**config.mk**
```make
export PLATFORM = sky130hd
export DESIGN_NAME = axi_master_read_channel
export DESIGN_NICKNAME = d
export VERILOG_FILES = /design/src/rtl/axi_master_read_channel_pkg.sv /design/src/rtl/axi_master_read_channel.sv
export SDC_FILE = /design/constraint.sdc
export NUM_CORES = 1
export LEC_CHECK = 0
export BUFFER_PORTS_ARGS = -buffer_cell sky130_fd_sc_hd__buf_4
export CAP_MARGIN = 10
export CORE_MARGIN = 10
export CORE_UTILIZATION = 54
export DETAILED_ROUTE_END_ITERATION = 7
export GPL_TIMING_DRIVEN = 0
export PLACE_DENSITY = 0.83
export REMOVE_ABC_BUFFERS = 1
export SYNTH_ARGS = -nofsm -noshare
export SYNTH_HDL_FRONTEND = slang
export SYNTH_SLANG_ARGS = --single-unit
```
**constraint.sdc**
```tcl
create_clock -name clk -period 4 [get_ports clk]
set_clock_uncertainty 0.2 [all_clocks]
set_input_delay 0.4 -clock clk [delete_from_list [all_inputs] [get_ports clk]]
set_output_delay 0.4 -clock clk [all_outputs]
set_load 0.01 [all_outputs]
```
**src/rtl/axi_master_read_channel_pkg.sv**
```systemverilog
// Shared AXI encodings and FSM state type for the cache-refill read master.
// Imported by the read-channel top module.
package axi_master_read_channel_pkg;

  localparam logic [1:0] AXI_BURST_INCR = 2'b01;
  localparam logic [1:0] AXI_RESP_OKAY  = 2'b00;

  typedef enum logic [1:0] {
    ST_IDLE = 2'd0,
    ST_ADDR = 2'd1,
    ST_DATA = 2'd2,
    ST_RESP = 2'd3
  } rd_state_e;

endpackage

```
**src/rtl/axi_master_read_channel.sv**
```systemverilog
// AXI4 read master: one cache-line refill request becomes one INCR burst.
// R beats are collected into a line buffer and returned with a sticky error flag.
module axi_master_read_channel
  import axi_master_read_channel_pkg::*;
#(
  parameter int unsigned ADDR_WIDTH         = 32,
  parameter int unsigned READ_CHANNEL_WIDTH = 32,
  parameter int unsigned READ_BURST_LEN     = 8
) (
  input  logic                                         clk,
  input  logic                                         rst_n,
  input  logic                                         req_valid,
  output logic                                         req_ready,
  input  logic [ADDR_WIDTH-1:0]                        req_addr,
  output logic                                         resp_valid,
  input  logic                                         resp_ready,
  output logic [READ_CHANNEL_WIDTH*READ_BURST_LEN-1:0] resp_data,
  output logic                                         resp_err,
  output logic                                         ARVALID,
  input  logic                                         ARREADY,
  output logic [ADDR_WIDTH-1:0]                        ARADDR,
  output logic [7:0]                                   ARLEN,
  output logic [2:0]                                   ARSIZE,
  output logic [1:0]                                   ARBURST,
  input  logic                                         RVALID,
  input  logic [READ_CHANNEL_WIDTH-1:0]                RDATA,
  input  logic                                         RLAST,
  input  logic [1:0]                                   RRESP,
  output logic                                         RREADY
);

  localparam int unsigned CNT_W      = $clog2(READ_BURST_LEN) + 1;
  localparam int unsigned ALIGN_BITS = $clog2(READ_CHANNEL_WIDTH / 8 * READ_BURST_LEN);
  localparam logic [ADDR_WIDTH-1:0] ALIGN_MASK = {ADDR_WIDTH{1'b1}} << ALIGN_BITS;
  localparam logic [CNT_W-1:0]      LAST_CNT   = CNT_W'(READ_BURST_LEN - 1);

  rd_state_e                                   state_q;
  logic                                        arvalid_q;
  logic                                        rready_q;
  logic                                        resp_valid_q;
  logic                                        err_q;
  logic                                        err_d;
  logic [CNT_W-1:0]                            cnt_q;
  logic [ADDR_WIDTH-1:0]                       araddr_q;
  logic [READ_CHANNEL_WIDTH*READ_BURST_LEN-1:0] line_q;

  logic beat_fire;
  logic beat_last;
  logic beat_err;

  assign beat_fire = RVALID && rready_q;
  assign beat_last = (cnt_q == LAST_CNT);
  // RLAST must coincide exactly with the counted last beat; it never ends the burst.
  assign beat_err  = (RRESP != AXI_RESP_OKAY) || (RLAST != beat_last);
  assign err_d     = err_q | beat_err;

  // NOTE: state registers use non-blocking assignments so every flop samples pre-edge values.
  always_ff @(posedge clk or negedge rst_n) begin
    if (!rst_n) begin
      state_q      <= ST_IDLE;
      arvalid_q    <= 1'b0;
      rready_q     <= 1'b0;
      resp_valid_q <= 1'b0;
      err_q        <= 1'b0;
      cnt_q        <= '0;
      araddr_q     <= '0;
    end else begin
      case (state_q)
        ST_IDLE: begin
          if (req_valid) begin
            araddr_q  <= req_addr & ALIGN_MASK;
            err_q     <= 1'b0;
            cnt_q     <= '0;
            arvalid_q <= 1'b1;
            state_q   <= ST_ADDR;
          end
        end
        ST_ADDR: begin
          if (arvalid_q && ARREADY) begin
            arvalid_q <= 1'b0;
            rready_q  <= 1'b1;
            state_q   <= ST_DATA;
          end
        end
        ST_DATA: begin
          if (beat_fire) begin
            err_q <= err_d;
            cnt_q <= cnt_q + CNT_W'(1);
            if (beat_last) begin
              rready_q     <= 1'b0;
              resp_valid_q <= 1'b1;
              state_q      <= ST_RESP;
            end
          end
        end
        ST_RESP: begin
          if (resp_ready) begin
            resp_valid_q <= 1'b0;
            state_q      <= ST_IDLE;
          end
        end
        default: state_q <= ST_IDLE;
      endcase
    end
  end

  // NOTE: the line buffer is reset because resp_data must read zero after reset.
  always_ff @(posedge clk or negedge rst_n) begin
    if (!rst_n) begin
      line_q <= '0;
    end else if (beat_fire) begin
      for (int k = 0; k < int'(READ_BURST_LEN); k++) begin
        if (cnt_q == CNT_W'(k)) begin
          line_q[k*READ_CHANNEL_WIDTH +: READ_CHANNEL_WIDTH] <= RDATA;
        end
      end
    end
  end

  assign req_ready  = (state_q == ST_IDLE);
  assign resp_valid = resp_valid_q;
  assign resp_data  = line_q;
  assign resp_err   = err_q;
  assign ARVALID    = arvalid_q;
  assign ARADDR     = araddr_q;
  assign ARLEN      = 8'(READ_BURST_LEN - 1);
  assign ARSIZE     = 3'($clog2(READ_CHANNEL_WIDTH / 8));
  assign ARBURST    = AXI_BURST_INCR;
  assign RREADY     = rready_q;

endmodule

```
# == Word-level counts from Yosys, hierarchy flattened ==
# Index checks and enable logic that the tools add are counted.
# classes
div,0
n_lt_le_gt_ge,0
shifts,0
addsub,1
n_eq_ne,16
bitwise_logic,1
reduce_logical,24
muxes,23
multipliers,0
# ops
operator,n
AND reduction 2 bit,9
"== test 4 x 3 -> 1 bit, second input constant",4
two-way mux 1 bit,10
two-way mux 2 bit,5
"inequality test 2 bit, second input constant",5
nonzero test 2 bit,5
"== test 4 x 2 -> 1 bit, second input constant",2
two-way mux 4 bit,2
one-hot mux 1 bit (2 select lines),4
one-hot mux 2 bit (4 select lines),1
one-hot mux 4 bit (2 select lines),1
AND reduction 4 bit,2
AND reduction 3 bit,2
AND reduction 5 bit,1
"adder 4 x 1 -> 4 bit, second input constant",1
"== test 2 bit, second input constant",2
"== test 4 x 1 -> 1 bit, second input constant",1
zero test 4 bit,1
"== test 2 x 1 -> 1 bit, second input constant",1
logical AND 1 bit,2
zero test 2 bit,1
logical OR 1 bit,1
inequality test 1 bit,1
bitwise OR 1 bit,1
# totals
word_cells,80
regBits,293
n_memories,0
rom_bits,0
input_bits,73
output_inout_bits,306
ram_bits,0
latch_bits,0

# == Depth between registers and ports, before layout ==
# depth
ltp_word,6
depth_mapped,7
ltp_nobuf,5

# == Worst setup path before layout ==
# OpenSTA, ideal clock, no wires.
# synth_timing
kind,register -> register
start,register state_q[0]
end,register araddr_q[11] (netlist: ARADDR[11])
arrival_ns,1.724
setup_time_ns,0.125
period_less_slack_ns,2.049
stages_incl_launch_ff,6
n_path_buf,1
required_ns,3.675
setup_slack_ns,1.951
path_cell_list,dfrtp_1 > inv_1 > ha_1 > nand2_1 > clkbuf_1 > mux2_2
# synth_between
elab_chain_len,2
# synth_rtl
item,line_no,rtl
"start, declared",axi_master_read_channel.sv:37,rd_state_e state_q;
"start signal, assigned",axi_master_read_channel.sv:60,state_q <= ST_IDLE;
"start signal, assigned",axi_master_read_channel.sv:75,state_q <= ST_ADDR;
"start signal, assigned",axi_master_read_channel.sv:82,state_q <= ST_DATA;
zero test 2 bit,--,
net req_ready,axi_master_read_channel.sv:13,"output logic req_ready,"
AND reduction 2 bit (no line),--,
"end signal, assigned",axi_master_read_channel.sv:71,araddr_q <= req_addr & ALIGN_MASK;
"end, declared",axi_master_read_channel.sv:44,logic [ADDR_WIDTH-1:0] araddr_q;
# The timed path passes the listed nets, and every way through them passes these cells.
# A chain may end at the register's enable or synchronous reset.

# == Final worst setup path ==
# layout_timing
start,register state_q[0]
end,register araddr_q[7] (netlist: ARADDR[7])
# layout_between
elab_chain_len,2
# layout_rtl
item,line_no,rtl
zero test 2 bit,axi_master_read_channel.sv:68,case (state_q)
AND reduction 2 bit (no line),--,
# Every way passes these cells.

==> summary.md <==
| Metric | Value |
|---|---|
| Status | finished clean |
| Compound-Gate Fraction of Synth Area | 1.30% |
| Worst reg2reg setup slack | 1.35 ns |
| Largest family of logic cells by synthesized area | multiplexers |
| Post-synth ARST share | 100% |
| Crit path from | state_q[0] |
| Worst Slack Setup Final | 1.35 ns |
| Crit path max-delay family | simple AND/OR/NAND/NOR gates |
| Delay of the slowest critical-path stage | 0.78 ns |
| Mux cell area share after synthesis | 29.1% |
| Reg2reg start | state_q[0] |
| HPWL Detailed | 22500 µm |
| Synth Area in Adders | 0.982% |
| Worst-Skew Late Latency | 0.54 ns |
| Netlist cell types | 44 |
| Post-DRT Antenna Nets | 0 |
| Main synth FF type | dfrtp_1 |
| DIE HEIGHT | 166 µm |
| Initial DRT Pass Iterations | 4 |
| Initial antenna violation count | 2 |
| Fill count | 1214 |
| Mean Syn Cell Area | 16.5 µm² |
| Core box area | 21000 µm² |
| Global-route wire length before repair | 52000 µm |
| Pleak | 8.27 nW |
| Slew Viols, Final | 0 |
| Total negative slack | 0 ns |
| Root Driver | clkbuf_16 |
| Num CTS Buffers | 29 |
| CTS sink cnt | 293 |
| Largest cells by area after synthesis | dfrtp_1 64%, mux2_2 25%, mux2_4 3.9% |
| Slew @ Worst Pin | 1.23 ns |
| Vias in the first global route | 8296 |
| WS Path Type | register to register |
| Leading area contributor after synthesis | dfrtp_1 |
| Routed WL | 33900 µm |
| Die Wd | 166 µm |
| FF+latch count, synth | 293 |
| Final min period | 2.65 ns |
| DP Worst Slack | 1.49 ns |
| Max-cap violations | 0 |
| Syn. warnings | 0 |
| Seq/Total Area, Yosys | 64.0% |
| Via count | 7537 |
| # H-tree levels | 1 |
| Drt drc | 0 |
| Maximum VDD drop | 0.460 mV |
| Hold Slack | 0.0368 ns |
| CTS resizes | 0 |
| Post-synthesis simple-gate area fraction | 1.66% |
| Critical Path Start Type | register |
| Crit end category | register |
| Worst Path Required | 4.22 ns |
| Grt total ovfl | 0 |
| Top cell type's share of synthesized area | 64.0% |
| Nets | 1202 |
| CP bufs+invs | 1 |
| Post-synth EDFFs | 0 |
| DIE AREA | 27500 µm² |
| Crit-path slowest cell | nand2_1 |
| IO buf count | 355 |
| Final setup fails | 0 |
| P per Cell Area | 792 nW/µm² |
| Starting density of the core | 54.7% |
| F_max | 0.378 GHz |
| Bufs on Longest Clock Path | 3 |
| Post-DP Area | 14500 µm² |
| PnR Total Power | 12.8 mW |
| Reg2reg path depth | 4 |
| DR vias/cell | 5.31 |
| Final Cycle Share | 66.2% |
| RSZ-0062 raised after global routing | no |
| CTS tree | done |
| Area growth syn-to-layout | 40.6% |
| Row cnt | 53 |
| DR WL/cell | 23.9 µm |
| Crit-path cells | inv_1, ha_1, nand2_1, mux2_2 |
| CTS clk-pin slew, worst paths | 0.07 ns |
| CP Data Arrival Time | 2.87 ns |
| Min-delay src | RLAST |
| Hold path depth | 3 |
| Num ports | 379 |
| Endpoint, Worst Hold | resp_err |
| HP Class | input port to register |
| Total GRT Usage | 23.6% |
| Post-Syn Area | 11500 µm² |
| Worst R2R End | ARADDR[7] |
| Largest net degree at the start of global routing | 125 |
| DRT iter0 DRCs | 487 |
| Post-CTS Hold Buffers | 61 |
| Placer Congestion | 0.785 |
| Slew headroom | 17.7% |
| Setup Buffers After CTS | 0 |
| Final hold violations | 0 |
| Synth Instances | 696 |
| Crit Path Max Fanout | 27 |
| Post-synthesis xor/xnor area fraction | 0.0764% |
| Layout cells sized above 1 | 61.6% |
| Final instance area | 16100 µm² |
==> logic make-up (layout without fill, tap and decap cells) <==
kind of cell    count (synthesis)  after routing
compound gates                 19             19
mux                           287            287
other cells                     2             20
fa+ha+maj                       9              9
simple gates                   31             31
flops                         293            293
xor+xnor                        1              1
buf+inv                        54            484
==> layout by cell type, fill, tap and decap left out, types with 2 or more instances in the layout <==
master / instances
a21boi_0: 3
a31oi_1: 3
and4_1: 2
buf_12: 4
buf_16: 5
buf_4: 354
bufinv_16: 4
clkbuf_1: 4
clkbuf_16: 29
clkbuf_8: 8
clkinv_2: 6
conb_1: 18
dfrtp_1: 293
diode_2: 2
dlygate4sd3_1: 61
ha_1: 9
inv_1: 6
mux2_1: 2
mux2_2: 251
mux2_4: 30
mux2i_1: 4
nand2_1: 5
nand2_2: 6
nand2b_1: 3
nand3_1: 3
nand3b_1: 2
nor2_1: 2
==> where the power goes <==
| part | internal [mW] | total, mW | leakage, nW | switching, mW |
|---|---|---|---|---|
| logic | 2.83 | 5.04 | 4.02 | 2.21 |
| registers | 4.16 | 4.85 | 3.75 | 0.687 |
| clock network | 1.73 | 2.87 | 0.504 | 1.14 |
==> routing by layer <==
layer | GRT usage, % | vias to the layer above | share of wire [%]
met5 | 0 | - | 0
met4 | 8.55 | 0 | 3.0
met3 | 6.51 | 59 | 7.5
met2 | 41.5 | 285 | 52
met1 | 26.9 | 3904 | 37
li1 | - | 3289 | -
==> synthesized netlist by cell type (2+ instances only) <==
| library cell | count |
|---|---|
| nand2b_1 | 3 |
| conb_1 | 2 |
| nand3b_1 | 2 |
| mux2_1 | 2 |
| mux2i_1 | 4 |
| ha_1 | 9 |
| clkbuf_1 | 3 |
| buf_6 | 3 |
| buf_4 | 18 |
| a31oi_1 | 3 |
| dfrtp_1 | 293 |
| nand2_1 | 10 |
| buf_2 | 23 |
| and4_1 | 2 |
| mux2_2 | 251 |
| nand3_1 | 3 |
| nor2_1 | 2 |
| mux2_4 | 30 |
| inv_1 | 6 |
| a21boi_0 | 3 |
==> final cells by class <==
cell class,instances,area (µm²),area share [%]
Antenna cell,2,5.00,0.0311
Clock buffer,41,851,5.28
Clock inverter,12,166,1.03
Inverter,6,22.5,0.140
Multi-Input combinational cell,365,3890,24.1
Sequential cell,293,7330,45.5
Tap cell,275,344,2.14
Timing Repair Buffer,425,3500,21.7
==> sequential cells by signal (all words and copies together), names as in the netlist <==
name,cells
cnt_q,4
resp_err,1
RREADY,1
resp_data,256
ARADDR,27
state_q,2
resp_valid,1
ARVALID,1
==> worst min-delay path, delay by kind of cell <==
family / cells / cell delay (ns)
compound gates: 1 / 0.16
xor+xnor: 1 / 0.10
buf+inv: 1 / 0.09
==> through the flow <==
stage          util [%]  instances
2_1_floorplan         -        664
4_1_cts            76.9       1417
3_3_place_gp       67.9       1294
3_5_place_dp       69.1       1303
6_report           76.9       1419
5_1_grt            76.9       1419
==> how the worst max path moves through the flow <==
stage	endpoint	slack, ns	cells past startpoint
6_report	ARADDR[7]	1.35	4
5_1_grt	ARADDR[7]	1.24	4
4_1_cts	ARADDR[12]	1.42	4
3_5_place_dp	ARADDR[30]	1.49	4
3_3_place_gp	resp_data[206]	-0.20	1
2_1_floorplan	resp_data[0]	1.24	5
Note: power is estimated with default switching activity, not from simulation.
